## config.mk

```make
export PLATFORM = sky130hd
export DESIGN_NAME = fifo_rr_scheduler_flat
export DESIGN_NICKNAME = d
export VERILOG_FILES = /design/src/rtl/fifo_rr_scheduler_if.sv /design/src/rtl/fifo_rr_scheduler.sv /design/src/flat_wrapper.sv
export SDC_FILE = /design/constraint.sdc
export NUM_CORES = 1
export LEC_CHECK = 0
export ABC_AREA = 1
export CORE_MARGIN = 2
export CORE_UTILIZATION = 33
export CTS_CLUSTER_DIAMETER = 100
export DETAILED_ROUTE_END_ITERATION = 6
export PLACE_DENSITY = 0.7
export SLEW_MARGIN = 20
export SYNTH_ARGS = -nofsm -noshare
export SYNTH_HDL_FRONTEND = slang
export SYNTH_SLANG_ARGS = --single-unit
```

## constraint.sdc

```tcl
create_clock -name Clk -period 3.4 [get_ports Clk]
set_input_delay 0.68 -clock Clk [delete_from_list [all_inputs] [get_ports Clk]]
set_output_delay 0.68 -clock Clk [all_outputs]
set_load 0.05 [all_outputs]
```

## src/rtl/fifo_rr_scheduler_if.sv

```systemverilog
// Bundle of the request, FIFO-side and status signals for fifo_rr_scheduler.
// The requester/testbench side uses master; the scheduler uses slave.
interface fifo_rr_scheduler_if #(
  parameter int DATA_WIDTH    = 65,
  parameter int ADDRESS_WIDTH = 2
);
  logic                      stall;
  logic [3:0]                Req_in;
  logic [4*DATA_WIDTH-1:0]   Data_in;
  logic                      Pop_in;
  logic                      Flush_in;
  logic [3:0]                Grant_out;
  logic [DATA_WIDTH-1:0]     Fifo_Data_out;
  logic                      Fifo_WriteEn_out;
  logic                      Fifo_Clear_out;
  logic [ADDRESS_WIDTH:0]    Count_out;
  logic                      Busy_out;

  modport master (
    output stall, Req_in, Data_in, Pop_in, Flush_in,
    input  Grant_out, Fifo_Data_out, Fifo_WriteEn_out, Fifo_Clear_out, Count_out, Busy_out
  );

  modport slave (
    input  stall, Req_in, Data_in, Pop_in, Flush_in,
    output Grant_out, Fifo_Data_out, Fifo_WriteEn_out, Fifo_Clear_out, Count_out, Busy_out
  );
endinterface

```

## src/rtl/fifo_rr_scheduler.sv

```systemverilog
// Four-requester round-robin writer into a FIFO, with registered grant/write
// outputs, occupancy tracking, and a two-cycle FIFO clear after reset or flush.
module fifo_rr_scheduler #(
  parameter int DATA_WIDTH    = 65,
  parameter int ADDRESS_WIDTH = 2
) (
  input logic               Clk,
  input logic               Clear_in,
  fifo_rr_scheduler_if.slave bus
);

  localparam logic [ADDRESS_WIDTH:0] CAP = (ADDRESS_WIDTH+1)'((1 << ADDRESS_WIDTH) - 1);
  localparam logic [ADDRESS_WIDTH:0] ONE = (ADDRESS_WIDTH+1)'(1);

  typedef enum logic [1:0] {INIT, ARB, FLUSH} state_t;

  state_t                  state_q, state_d;
  logic                    phase_q, phase_d;
  logic                    clear_q, clear_d;
  logic [3:0]              grant_q, grant_d;
  logic                    we_q, we_d;
  logic [DATA_WIDTH-1:0]   data_q, data_d;
  logic [ADDRESS_WIDTH:0]  count_q, count_d;
  logic [1:0]              last_q, last_d;

  logic                    win_valid;
  logic [1:0]              win_idx;
  logic [1:0]              cand;
  logic                    can_grant;
  logic                    pop_eff;

  // Search begins one past the last winner so every requester gets a turn.
  always_comb begin
    win_valid = 1'b0;
    win_idx   = 2'd0;
    cand      = 2'd0;
    for (int i = 1; i <= 4; i++) begin
      cand = last_q + 2'(i);
      if (!win_valid && bus.Req_in[cand]) begin
        win_valid = 1'b1;
        win_idx   = cand;
      end
    end
  end

  assign can_grant = (state_q == ARB) && !bus.stall && !bus.Flush_in &&
                     win_valid && (count_q < CAP);
  assign pop_eff   = bus.Pop_in && (count_q != '0);

  always_comb begin
    state_d = state_q;
    phase_d = phase_q;
    clear_d = 1'b0;
    grant_d = 4'b0000;
    we_d    = 1'b0;
    data_d  = data_q;
    count_d = count_q;
    last_d  = last_q;
    unique case (state_q)
      INIT, FLUSH: begin
        // phase_q counts the two clear cycles; pops and flush requests are ignored.
        if (state_q == FLUSH) count_d = '0;
        if (phase_q) begin
          state_d = ARB;
          phase_d = 1'b0;
        end else begin
          phase_d = 1'b1;
          clear_d = 1'b1;
        end
      end
      ARB: begin
        if (bus.Flush_in) begin
          state_d = FLUSH;
          phase_d = 1'b0;
          clear_d = 1'b1;
          count_d = '0;
        end else begin
          if (can_grant) begin
            grant_d = 4'b0001 << win_idx;
            we_d    = 1'b1;
            data_d  = bus.Data_in[int'(win_idx)*DATA_WIDTH +: DATA_WIDTH];
            last_d  = win_idx;
          end
          unique case ({can_grant, pop_eff})
            2'b10:   count_d = count_q + ONE;
            2'b01:   count_d = count_q - ONE;
            default: count_d = count_q;
          endcase
        end
      end
      default: begin
        state_d = INIT;
        phase_d = 1'b0;
        clear_d = 1'b1;
      end
    endcase
  end

  always_ff @(posedge Clk or posedge Clear_in) begin
    if (Clear_in) begin
      state_q <= INIT;
      phase_q <= 1'b0;
      clear_q <= 1'b1;
      grant_q <= 4'b0000;
      we_q    <= 1'b0;
      data_q  <= '0;
      count_q <= '0;
      last_q  <= 2'd3;
    end else begin
      state_q <= state_d;
      phase_q <= phase_d;
      clear_q <= clear_d;
      grant_q <= grant_d;
      we_q    <= we_d;
      data_q  <= data_d;
      count_q <= count_d;
      last_q  <= last_d;
    end
  end

  assign bus.Grant_out        = grant_q;
  assign bus.Fifo_WriteEn_out = we_q;
  assign bus.Fifo_Data_out    = data_q;
  assign bus.Fifo_Clear_out   = clear_q;
  assign bus.Count_out        = count_q;
  assign bus.Busy_out         = (state_q != ARB);

endmodule

```

## src/flat_wrapper.sv

```systemverilog
// flat-port wrapper written by rule: the top's interface ports become plain ports
module fifo_rr_scheduler_flat 
#(
  parameter int DATA_WIDTH    = 65,
  parameter int ADDRESS_WIDTH = 2
)
  (Clk, Clear_in, bus_stall, bus_Req_in, bus_Data_in, bus_Pop_in, bus_Flush_in, bus_Grant_out, bus_Fifo_Data_out, bus_Fifo_WriteEn_out, bus_Fifo_Clear_out, bus_Count_out, bus_Busy_out);
  fifo_rr_scheduler_if #(.DATA_WIDTH(DATA_WIDTH), .ADDRESS_WIDTH(ADDRESS_WIDTH)) bus_i ();
  input logic Clk;
  input logic Clear_in;
  input wire logic [$bits(bus_i.stall)-1:0] bus_stall;
  input wire logic [$bits(bus_i.Req_in)-1:0] bus_Req_in;
  input wire logic [$bits(bus_i.Data_in)-1:0] bus_Data_in;
  input wire logic [$bits(bus_i.Pop_in)-1:0] bus_Pop_in;
  input wire logic [$bits(bus_i.Flush_in)-1:0] bus_Flush_in;
  output wire logic [$bits(bus_i.Grant_out)-1:0] bus_Grant_out;
  output wire logic [$bits(bus_i.Fifo_Data_out)-1:0] bus_Fifo_Data_out;
  output wire logic [$bits(bus_i.Fifo_WriteEn_out)-1:0] bus_Fifo_WriteEn_out;
  output wire logic [$bits(bus_i.Fifo_Clear_out)-1:0] bus_Fifo_Clear_out;
  output wire logic [$bits(bus_i.Count_out)-1:0] bus_Count_out;
  output wire logic [$bits(bus_i.Busy_out)-1:0] bus_Busy_out;
  assign bus_i.stall = bus_stall;
  assign bus_i.Req_in = bus_Req_in;
  assign bus_i.Data_in = bus_Data_in;
  assign bus_i.Pop_in = bus_Pop_in;
  assign bus_i.Flush_in = bus_Flush_in;
  assign bus_Grant_out = bus_i.Grant_out;
  assign bus_Fifo_Data_out = bus_i.Fifo_Data_out;
  assign bus_Fifo_WriteEn_out = bus_i.Fifo_WriteEn_out;
  assign bus_Fifo_Clear_out = bus_i.Fifo_Clear_out;
  assign bus_Count_out = bus_i.Count_out;
  assign bus_Busy_out = bus_i.Busy_out;
  fifo_rr_scheduler #(.DATA_WIDTH(DATA_WIDTH), .ADDRESS_WIDTH(ADDRESS_WIDTH)) u_core (.Clk(Clk), .Clear_in(Clear_in), .bus(bus_i));
endmodule
```

== Word level (Yosys, flattened, before mapping) ==
Index checks and enable logic that the tools add are counted.

* Order comparisons: 5
* Multiplexer cells: 34
* Reductions and logical operators: 20
* Bitwise operators: 1
* Shift operators: 2
* $add $sub $neg: 5
* Equal/unequal tests: 9
* Multiply operators: 1

{| class="wikitable"
|+ Operator list
! kind !! number
|-
| 260-bit by 32-bit indexed part select with 65-bit output || 1
|-
| 1-bit two-way mux || 14
|-
| 2-bit by 3-bit less-than comparator with 1-bit output, second input constant || 4
|-
| 2-bit two-way mux || 6
|-
| 4-bit two-way mux || 3
|-
| 3-bit case mux with 2 select lines || 2
|-
| 2-bit by 7-bit multiplier with 9-bit output, second input constant || 1
|-
| 1-bit binary-select mux with 2-bit select || 4
|-
| 1-bit logical AND || 8
|-
| 3-bit two-way mux || 2
|-
| 2-bit by 1-bit != test with 1-bit output, second input constant || 3
|-
| 3-bit AND reduction || 2
|-
| 1-bit logical NOT || 5
|-
| 2-bit adder, second input constant || 2
|-
| 2-bit by 1-bit equality test with 1-bit output, second input constant || 2
|-
| 2-bit equality test, second input constant || 2
|-
| 4-bit != test, second input constant || 1
|-
| 1-bit case mux with 2 select lines || 2
|-
| 2-bit case mux with 2 select lines || 1
|-
| 1-bit by 2-bit left shift with 4-bit output, first input constant || 1
|-
| 3-bit by 1-bit adder with 3-bit output, second input constant || 1
|-
| 3-bit by 2-bit less-than comparator with 1-bit output, second input constant || 1
|-
| 3-bit nonzero test || 1
|-
| 3-bit by 1-bit subtractor with 3-bit output, second input constant || 1
|-
| 7 further kinds || 7
|}

* Logic and storage cells: 85
* Input bits: 269
* Output and inout bits: 75
* Flip-flop bits (word level): 79

== Logic depth before layout (Yosys ltp) ==
Gate-level depths: netlist of the first run.

* Depth after elaboration: 19
* Depth in mapped cells: 18
* Gate-level depth less buffers: 15

== Least setup slack after synthesis of the first run ==
OpenSTA, ideal clock, no wires.

* Path kind: register -> register
* Start point: register u_core.state_q[1]
* End point: register u_core.count_q[2], in the netlist u_core.bus.Count_out[2]
* Required time: 3.317 ns
* Data arrival time: 2.634 ns
* Clock period less this slack: 2.717 ns
* Path buffers: 0
* Library setup time: 0.083 ns
* Cell stages (with the launch flop): 14
* Setup slack: 0.683 ns
* Cell sequence: dfrtp_1 > inv_1 > ha_1 > inv_1 > nor2_1 > inv_1 > nor3b_1 > nand2_2 > nand2_1 > inv_1 > fa_1 > xor2_1 > xor2_1 > o21ai_0

* Word-level cells in the longest chain between the ends: 9
* Elaborated cells between the ends (all ways): 17
* Those cells by class: 6 x eq/ne; 3 x mux; 8 x reduce/logical

{| class="wikitable"
|+ Ends and longest elaborated chain
! element !! RTL line !! text
|-
| start, declared || fifo_rr_scheduler.sv:17 || <nowiki>state_t state_q, state_d;</nowiki>
|-
| start signal, assigned || fifo_rr_scheduler.sv:110 || <nowiki>state_q <= state_d;</nowiki>
|-
| 2-bit by 1-bit equality test with 1-bit output || fifo_rr_scheduler.sv:46, fifo_rr_scheduler.sv:59 ||
|-
| 1-bit logical AND (3 in a row) || fifo_rr_scheduler.sv:46 || <nowiki>assign can_grant = (state_q == ARB) && !bus.stall && !bus.Flush_in &&</nowiki>
|-
| 1-bit logical AND || fifo_rr_scheduler.sv:47 || <nowiki>win_valid && (count_q < CAP);</nowiki>
|-
| 2-bit by 1-bit equality test with 1-bit output / 2-bit equality test (equally long branches) || fifo_rr_scheduler.sv:84 || <nowiki>unique case ({can_grant, pop_eff})</nowiki>
|-
| 3-bit case mux with 2 select lines || fifo_rr_scheduler.sv:84 ||
|-
| 3-bit two-way mux || fifo_rr_scheduler.sv:72 || <nowiki>if (bus.Flush_in) begin</nowiki>
|-
| 3-bit case mux with 2 select lines || fifo_rr_scheduler.sv:59 || <nowiki>unique case (state_q)</nowiki>
|-
| end signal, assigned || fifo_rr_scheduler.sv:116 || <nowiki>count_q <= count_d;</nowiki>
|-
| end, declared || fifo_rr_scheduler.sv:23 || <nowiki>logic [ADDRESS_WIDTH:0] count_q, count_d;</nowiki>
|}

Parallel ways exist; a longest one is shown, timed or not.
A chain may end at the register's enable or synchronous reset.

== Final worst setup path of the first run ==
* Start point: input bus_Req_in[0]
* End point: register u_core.data_q[53], in the netlist u_core.bus.Fifo_Data_out[53]

* Word-level cells in the longest chain between the ends: 15
* Elaborated cells between the ends (all ways): 27
* Those cells by class: 1 x mul; 1 x shift; 16 x mux; 9 x reduce/logical

{| class="wikitable"
|+ Ends and longest elaborated chain
! element !! RTL line !! text
|-
| start, declared || flat_wrapper.sv:12 || <nowiki>input wire logic [$bits(bus_i.Req_in)-1:0] bus_Req_in;</nowiki>
|-
| parallel branches: the longest is 15 deep, another holds 1-bit binary-select mux with 2-bit select || - ||
|-
| end signal, assigned || fifo_rr_scheduler.sv:115 || <nowiki>data_q <= data_d;</nowiki>
|-
| end, declared || fifo_rr_scheduler.sv:22 || <nowiki>logic [DATA_WIDTH-1:0] data_q, data_d;</nowiki>
|}

Parallel ways; which one is timed is not known. The select of a mux whose other input is x is not followed.

==> out/results.ini, run 1 <==
[outcome]
status = complete, no violations

[detailed_routing]
wl_mm = 24.8
routed_via_density = 4.95
avgRoutedWirePerCell_um = 15.7
drt_iter0_markers = 305
vias = 7803
route.detailed.drc = 0
drtPass1Iterations = 5
ant_nets = 0

[power_and_ir_drop]
pwr-share-clk_pct = 7.6
p_leak_nw = 5.15
p_per_area_nw_per_um2 = 1170
combPwrFrac_pct = 78.9
swShare_pct = 58.4
sequentialPowerShare_pct = 13.5
p_int_mw = 4.90
ir_drop_mv = 0.869
total_power_mw = 11.8
p_switching_mw = 6.90

[sta]
maxSlewHeadroom_pct = 41.4
timing.final.crit_share_pct = 84.5
fin_skew_ps = 8.88
finalCriticalPeriod_ps = 2870
rsz0062_at_grt = no
whs_ps = 460
fmax_mhz = 348
setup_viol = 0
worstMarginPinSlew_ps = 879
final_max_slew_viol_count = 0
hold_violations = 0
fin_tns_setup_ps = 0

[synth]
postSynthCellCount = 1053
synth_nets = 1328
ys_ff_latch = 79
synthesis.area_um2 = 6280
synth_cell_types = 28
syn_area_per_cell_um2 = 5.96
yosysWarnings = 0
yosysSeqAreaShare_pct = 31.5

[die]
die_area_um2 = 20100
core-area_um2 = 18700
die_h_um = 142
num_rows = 50
fp.dieW_um = 142
ioPinCount = 344
start_util_pct = 33.6

[setup_path]
endpoint_kind = flip-flop
critPathKind = in2reg
critPathArrivalTime_ps = 3090
crit_required_ps = 3620
crit_fanout = 69
critPathLaunchType = primary input

[placed_design]
globalplace.congestion = 0.902
io_buffers = 343
dpl.hpwl_mm = 17.3
place_area_um2 = 9790
dp.cells = 1560

[layout]
design_area_um2 = 10100
drive_above_1_share_pct = 3.50
layout.cells.non_filler = 1576
multi_input_area_um2 = 3780
layout.nets = 1612
syn_to_final_growth_pct = 60.4
n_antenna_cell = 0
regArea_um2 = 1980
n_fill_cell = 1907

[grt]
grt_first_pass_wirelength_mm = 38.2
grt_max_degree = 131
antenna_found_initial = 0
grt_util_all_layers_pct = 23.7
grt-ovfl-total = 0
grt_pass1_vias = 7322

[clocking]
cts_hold_buf = 0
clk_pin_slew_ps = 60
clk_latency_ps = 330
postCtsSetupBuffers = 0
cts_tree = yes
htree_levels = 3
cts-root-buf = clkbuf_16
numCtsBuffers = 9
cts-resized-gates = 0
cts.sinks = 79
clock_tree.buffer_depth = 2

[worst_hold_path]
worstHoldPathType = reg2reg

[job]
maxCapViolations = 0

[worst paths after layout]
kind	startpoint	cells past startpoint	slack, ps	endpoint
max	bus_Req_in[0]	13	530	u_core.bus.Fifo_Data_out[53]
min	u_core.phase_q	1	460	u_core.bus.Fifo_Clear_out
max reg2reg	u_core.last_q[0]	13	560	u_core.bus.Fifo_Data_out[53]
min reg2reg	u_core.phase_q	1	460	u_core.bus.Fifo_Clear_out
max in group asynchronous	Clear_in	3	2260	u_core.bus.Fifo_Clear_out
min in group asynchronous	Clear_in	3	750	u_core.bus.Fifo_Data_out[46]
[layout by cell type (no fill, tap or decap), drive strengths merged]
cell type,instances
ha,5
nor3,1
nor2,11
nor3b,1
o31ai,1
clkbuf,11
nand4,130
inv,17
dfstp,3
clkdlybuf4s50,343
xor2,2
clkinvlp,2
dfrtp,76
o21ai,9
buf,15
fa,1
a21oi,4
clkinv,4
nand3,12
nand2,694
[layout make-up]
cell class	instances	area share, %
clock buffer	11	2.41
clock inverter	5	0.336
inverter	18	0.708
multi-input combinational	871	37.5
sequential	79	19.7
tap	234	2.91
timing repair buffer	358	36.5
[metal layers]
metal | up-vias | GRT usage (%) | wire (µm)
li1 | 3939 | - | -
met1 | 3497 | 28.4 | 10100
met2 | 323 | 40.9 | 11700
met3 | 44 | 7.03 | 2260
met4 | 0 | 7.95 | 695
met5 | - | 0 | 0
[state kept, by name, indices dropped and copies added (netlist names)]
register                     flops
u_core.bus.Grant_out             4
u_core.bus.Fifo_Clear_out        1
u_core.bus.Fifo_Data_out        65
u_core.bus.Count_out             3
u_core.last_q                    2
u_core.state_q                   2
u_core.phase_q                   1
u_core.bus.Fifo_WriteEn_out      1
[kinds of logic (layout without fill, tap and decap cells)]
logic type	count (synthesis)	count (layout)	share of synthesized area [%]
and+or+nand+nor	849	849	56.9
AOI/OAI and AO/OA	14	14	1.34
xor gates and xnor gates	2	2	0.279
adders and majority gates	6	6	1.32
DFF	79	79	31.5
buffers and inverters	103	392	8.63
[synth_stat cells (all sizes together)]
cell type / instances / area share, %
nand2: 694 / 42
nand4: 130 / 13
dfrtp: 76 / 30
buf: 69 / 6.6
inv: 18 / 1.1
clkbuf: 16 / 0.96
nand3: 12 / 1.3
nor2: 11 / 0.78
o21ai: 9 / 0.72
ha: 5 / 1.0
a21oi: 4 / 0.50
dfstp: 3 / 1.3
xor2: 2 / 0.28
fa: 1 / 0.32
nor3: 1 / 0.080
nor3b: 1 / 0.12
o31ai: 1 / 0.12
[power by group through the flow]
stage / Combinational, mW / Sequential, mW / Clock (mW)
CTS: 9.41 / 1.59 / 0.930
floorplan: 5.68 / 2.72 / 0
global placement: 9.37 / 1.60 / 0
detailed placement: 9.38 / 1.60 / 0
finish: 9.31 / 1.59 / 0.901
global route: 10.3 / 1.64 / 0.952
[critical path: stages]
cell and delay (ps):
clkdlybuf4s50_1 440, nand2_1 80, nand2_1 80, nand2_1 100
nand2_2 80, nor2_4 130, nand3_4 110, nand2_2 90
buf_4 600, inv_2 240, buf_4 280, nand2_1 90
nand2_1 50
[stage by stage]
step                setup WS (ps)  utilization [%]
floorplan                     683                -
global placement              267             52.3
detailed placement            202             52.3
CTS                           561             53.8
global route                  307             53.8
finish                        527             53.8
Power figures use the tool's default switching activity.
==> run 2, diff against run 1 <==
==> constraint.sdc (replaced) <==
create_clock -name Clk -period 2.8 [get_ports Clk]
set_input_delay 0.56 -clock Clk [delete_from_list [all_inputs] [get_ports Clk]]
set_output_delay 0.56 -clock Clk [all_outputs]
set_load 0.05 [all_outputs]
==> run 2 against run 1 <==
Against the previous run: sequential share of layout area shrank 0.31 points; global-route usage is essentially flat; final area grew 1.6%; sequential power grew 21%; power grew 25%; worst hold slack gained 5.9 ps; routed wire length shrank 1.3%; highest routed layer unchanged.
==> out/results.ini, run 2 (synthesis results as in run 1) <==
[placed_design]
dp.cells = 1569  ; +0.58%
io_buffers = 343  ; unchanged
globalplace.congestion = 0.921  ; +2.1%
pre_cts_ws_ps = -186  ; -388 ps
dpl.hpwl_mm = 17.8  ; +2.7%
place_area_um2 = 9920  ; +1.3%

[setup_path]
critPathArrivalTime_ps = 2760  ; -330 ps
cpMaxStageDelayCell = dfstp_2
critPathTopFamily = buffers and inverters
worst-path-buf-inv = 5  ; +1
endpoint_kind = flip-flop
rr_worst_depth = 13  ; unchanged
cpMostUsedCell = nand2_1
critPathKind = reg2reg
cp_cell_sequence = inv_4 > nand2_1 > nand2_1 > nand2_1 > nand2_1 > inv_1 > nand3_4 > nand2_2 > buf_6 > inv_2 > buf_4 > nand2_1 > nand2_1
crit_fanout = 69  ; unchanged
slowest_delay_ps = 670  ; +70 ps
crit_required_ps = 3020  ; -600 ps
cp.depth = 13  ; unchanged
critPathLaunchType = flip-flop

[sta]
fmax_mhz = 394
finalWorstSetupSlack_ps = 262  ; -264 ps
finalCriticalPeriod_ps = 2540
setup_viol = 0  ; unchanged
worstMarginPinSlew_ps = 573  ; -307 ps
whs_ps = 466  ; +5.92 ps
rsz0062_at_grt = no
hold_violations = 0  ; unchanged
final_max_slew_viol_count = 0  ; unchanged
fin_skew_ps = 7.22  ; -1.66 ps
maxSlewHeadroom_pct = 61.7  ; +20 points
timing.final.crit_share_pct = 90.6

[layout]
syn_to_final_growth_pct = 62.9
design_area_um2 = 10200  ; +1.6%
drive_above_1_share_pct = 4.15  ; +0.64 points
mostFrequentLayoutCell = nand2_1
layout.cells.non_filler = 1586  ; +0.63%
final_cell_mix = nand2_1, clkdlybuf4s50_1, nand4_1
layout.nets = 1621  ; +0.56%
largest_reg_flops = 65  ; unchanged

[die]
fp.dieW_um = 142  ; unchanged
start_util_pct = 33.6  ; unchanged
num_rows = 50  ; unchanged
ioPinCount = 344  ; unchanged
core-area_um2 = 18700  ; unchanged
die_area_um2 = 20100  ; unchanged
die_h_um = 142  ; unchanged

[grt]
grt-ovfl-total = 0  ; unchanged
grt_util_all_layers_pct = 23.7  ; -0.029 points
grt_max_degree = 79  ; -40%
grt_first_pass_wirelength_mm = 37.9  ; -0.90%
grt_pass1_vias = 7286  ; -0.49%
antenna_found_initial = 1  ; +1

[power_and_ir_drop]
p_per_area_nw_per_um2 = 1440  ; +23%
total_power_mw = 14.7  ; +25%
p_leak_nw = 5.23  ; +1.5%
ir_drop_mv = 0.826  ; -5.0%

[detailed_routing]
ant_nets = 0  ; unchanged
wl_mm = 24.5  ; -1.3%
avgRoutedWirePerCell_um = 15.4  ; -1.9%
routed_via_density = 4.94  ; -0.26%
route.detailed.drc = 0  ; unchanged
vias = 7832  ; +0.37%
drtPass1Iterations = 5  ; unchanged
drt_iter0_markers = 457  ; +50%

[clocking]
cts-root-buf = clkbuf_16
cts_hold_buf = 0  ; unchanged
clk_pin_slew_ps = 60  ; about the same
cts_tree = yes
htree_levels = 3  ; unchanged
clock_tree.buffer_depth = 2  ; unchanged
clk_latency_ps = 340  ; about the same
numCtsBuffers = 9  ; unchanged
cts.sinks = 79  ; unchanged

[worst_hold_path]
hold_depth = 1  ; unchanged
worstHoldPathType = reg2reg

[outcome]
status = complete, no violations

[job]
maxCapViolations = 0  ; unchanged

run 2: changes by cell type in the layout (fill, tap and decap cells not counted), sizes merged:
cell      delta
clkinv       -2
clkinvlp     +1
diode        +1
buf          +9
bufinv       +1
run 2: path summary, 6_finish.rpt:
kind,end,slack [ps],from
max,u_core.bus.Fifo_Data_out[57],260,u_core.last_q[0]
min,u_core.bus.Fifo_Clear_out,470,u_core.phase_q
max reg2reg,u_core.bus.Fifo_Data_out[57],260,u_core.last_q[0]
min reg2reg,u_core.bus.Fifo_Clear_out,470,u_core.phase_q
max in group asynchronous,u_core.last_q[0],1590,Clear_in
min in group asynchronous,u_core.bus.Fifo_Data_out[49],510,Clear_in
run 2: metrics by stage:
step	setup TNS [ps]	util, %
final	0	54.7
after global routing	0	54.7
after CTS	0	54.6
after detailed placement	-8150	53.0
after global placement	-4250	53.0
after floorplan	0	-
run 2: final cells by class:
type                       count  area (µm²)
fill                        1871        8480
timing repair buffer         367        3800
multi-input combinational    871        3780
sequential                    79        1980
tap                          234         293
clock buffer                  11         243
inverter                      18        71.3
clock inverter                 5        57.6
antenna                        1        2.50
run 2: repair_timing:
action / CTS / global route
hold endpoints to repair: 0 / 0
resized for setup: 0 / 1
setup endpoints to repair: 0 / 65
buffers inserted: 0 / 0
run 2: where the power goes:
group	total, mW	internal [mW]	switching (mW)
clock network	1.18	0.713	0.469
logic	11.6	3.98	7.61
registers	1.93	1.62	0.312
total	14.7	6.31	8.39
run 2: metal layers:
layer / wire (µm) / global-route usage (%) / vias up
li1: - / - / 3956
met1: 10000 / 28.9 / 3527
met2: 11700 / 40.3 / 309
met3: 2030 / 6.02 / 40
met4: 692 / 9.11 / 0
met5: 0 / 0 / -
==> run 3, diff against run 2 <==
--- a/config.mk
+++ b/config.mk
@@ -6,11 +6,12 @@
 export NUM_CORES = 1
 export LEC_CHECK = 0
 export ABC_AREA = 1
-export CORE_MARGIN = 2
-export CORE_UTILIZATION = 33
+export CORE_AREA = 2 2 133 135
 export CTS_CLUSTER_DIAMETER = 100
 export DETAILED_ROUTE_END_ITERATION = 6
-export PLACE_DENSITY = 0.7
+export DIE_AREA = 0 0 135 137
+export PLACE_DENSITY = 0.77
+export SETUP_SLACK_MARGIN = 0.15
 export SLEW_MARGIN = 20
 export SYNTH_ARGS = -nofsm -noshare
 export SYNTH_HDL_FRONTEND = slang
==> run 3 against run 2 <==
Against the previous run: die area is 8.2% lower; sequential power is essentially flat; via count is 1.5% higher; combinational power about the same; sequential cell count did not move; worst setup slack better by 36 ps; routed wire length down 0.13%; critical path type is now reg2out; final cell count is 0.82% lower; clock power grew 7%; utilization up 5.1 points; critical path depth is 10 lower.
==> out/results.ini, run 3 (synthesis results as in run 1) <==
[die]
fp.dieW_um = 135  ; -4.9%
core-area_um2 = 17100  ; -8.8%
die_area_um2 = 18500  ; -8.2%
start_util_pct = 36.8  ; +3.2 points
ioPinCount = 344  ; unchanged
num_rows = 48  ; -4.0%
die_h_um = 137  ; -3.5%

[sta]
worstMarginPinSlew_ps = 566  ; -6.57 ps
hold_violations = 0  ; unchanged
timing.final.crit_share_pct = 89.3  ; -1.3 points
finalWorstSetupSlack_ps = 299  ; +36.1 ps
fmax_mhz = 400  ; +1.4%
rsz0062_at_grt = yes
finalCriticalPeriod_ps = 2500  ; -36.1 ps
fin_tns_setup_ps = 0  ; unchanged
final_max_slew_viol_count = 0  ; unchanged
maxSlewHeadroom_pct = 62.1  ; +0.44 points
setup_viol = 0  ; unchanged
fin_skew_ps = 7.37  ; +0.152 ps
whs_ps = 457  ; -9.61 ps

[power_and_ir_drop]
p_per_area_nw_per_um2 = 1420  ; -0.86%
total_power_mw = 14.5  ; -1.1%
ir_drop_mv = 0.819  ; -0.86%
p_leak_nw = 5.23  ; about the same

[job]
maxCapViolations = 0  ; unchanged

[setup_path]
r2r_setup_slack_ps = 340  ; +80 ps
critPathArrivalTime_ps = 1940  ; -820 ps
slowest_delay_ps = 850  ; +180 ps
endpoint_kind = output pin
crit_fanout = 5  ; -93%
critPathTopFamily = buffers and inverters
rr_worst_depth = 16  ; +3
worstReg2RegStart = u_core.last_q[0]
crit_required_ps = 2240  ; -780 ps
cp_cell_sequence = ha_1 > inv_1 > clkdlybuf4s50_1
worst-path-buf-inv = 2  ; -3
critPathKind = reg2out
cpMaxStageDelayCell = clkdlybuf4s50_1
critPathLaunchType = flip-flop
r2r_end = u_core.bus.Fifo_Data_out[57]

[worst_hold_path]
worstHoldPathType = reg2reg
hold_depth = 1  ; unchanged
hp-start = u_core.phase_q
whs_endpoint = u_core.bus.Fifo_Clear_out

[clocking]
cts_tree = yes
cts_hold_buf = 0  ; unchanged
clock_tree.buffer_depth = 2  ; unchanged
cts-root-buf = clkbuf_16
clk_pin_slew_ps = 60  ; about the same
htree_levels = 3  ; unchanged
numCtsBuffers = 9  ; unchanged
cts.sinks = 79  ; unchanged
clk_latency_ps = 330  ; about the same

[layout]
largest_reg_flops = 65  ; unchanged
layout.nets = 1618  ; -0.19%
mostFrequentLayoutCell = nand2_1
final_cell_mix = nand2_1, clkdlybuf4s50_1, nand4_1
n_fill_cell = 1632  ; -13%
drive_above_1_share_pct = 4.01  ; -0.14 points
n_antenna_cell = 0  ; -1
syn_to_final_growth_pct = 62.5

[detailed_routing]
avgRoutedWirePerCell_um = 15.5  ; +0.70%
vias = 7951  ; +1.5%
route.detailed.drc = 0  ; unchanged
wl_mm = 24.5  ; -0.13%
drtPass1Iterations = 5  ; unchanged
drt_iter0_markers = 344  ; -25%
routed_via_density = 5.05  ; +2.4%
ant_nets = 0  ; unchanged

[grt]
grt_first_pass_wirelength_mm = 37.4  ; -1.3%
grt-ovfl-total = 0  ; unchanged
grt_max_degree = 80  ; +1.3%
antenna_found_initial = 1  ; unchanged
grt_pass1_vias = 7478  ; +2.6%
grt_util_all_layers_pct = 25.3  ; +1.6 points

[outcome]
status = complete, no violations

[placed_design]
io_buffers = 343  ; unchanged
pre_cts_ws_ps = 40.6  ; +227 ps
globalplace.congestion = 0.900  ; -2.3%
dpl.hpwl_mm = 17.5  ; -1.6%

run 3: how the worst max path moves through the flow:
stage	startpoint	end	slack, ps	cells after the start
2_1_floorplan	u_core.state_q[1]	u_core.bus.Count_out[2]	200	13
3_3_place_gp	bus_Req_in[1]	u_core.last_q[0]	120	11
3_5_place_dp	bus_Req_in[2]	u_core.bus.Count_out[2]	40	14
4_1_cts	u_core.state_q[0]	bus_Busy_out	290	3
5_1_grt	u_core.last_q[0]	u_core.bus.Fifo_Data_out[58]	130	16
6_report	u_core.state_q[0]	bus_Busy_out	300	3
run 3: per-layer routing:
| metal | global-route usage [%] | routed length, µm | up-vias |
|---|---|---|---|
| met5 | 0 | 13 | - |
| met4 | 8.56 | 527 | 2 |
| met3 | 6.59 | 2240 | 45 |
| met2 | 46.0 | 12300 | 343 |
| met1 | 28.9 | 9420 | 3615 |
| li1 | - | - | 3946 |
run 3: metrics by stage:
stage / cells / util [%] / area, µm²
2_1_floorplan: 1053 / - / 6280
6_report: 1573 / 59.8 / 10200
5_1_grt: 1573 / 59.8 / 10200
4_1_cts: 1573 / 59.7 / 10200
3_5_place_dp: 1557 / 57.9 / 9870
3_3_place_gp: 1557 / 57.9 / 9870
run 3: cell type report:
type,instances,area [µm²],area share [%]
clock buffers,12,246,2.42
clock inverters,4,70.1,0.687
inverters,18,71.3,0.699
multi-input cells,871,3790,37.2
flip-flops and latches,79,1980,19.4
well taps,225,282,2.76
repair buffers,364,3760,36.9
run 3: worst register-to-register path: stages, from the launching register on:
cell and delay (ps):
dfstp_2 680, inv_4 100, nand2_1 80, nand2_1 80, nand2_1 110, nand2_2 90
nor2_4 130, nand3_4 120, buf_4 180, nand3_4 160, buf_12 250, nand2_1 140
nand2_1 90, nand2_1 50, nand2_1 50, nand2_1 50, nand2_1 60
run 3: what timing repair did:
action                                  CTS  global route
buffers inserted                          0             0
resized for setup                         0             4
endpoints found under the setup margin    0            48
run 3: report_power, final:
group | internal [mW] | total (mW) | switching, mW
Clock | 0.803 | 1.26 | 0.455
Combinational | 3.87 | 11.3 | 7.47
Sequential | 1.62 | 1.94 | 0.321
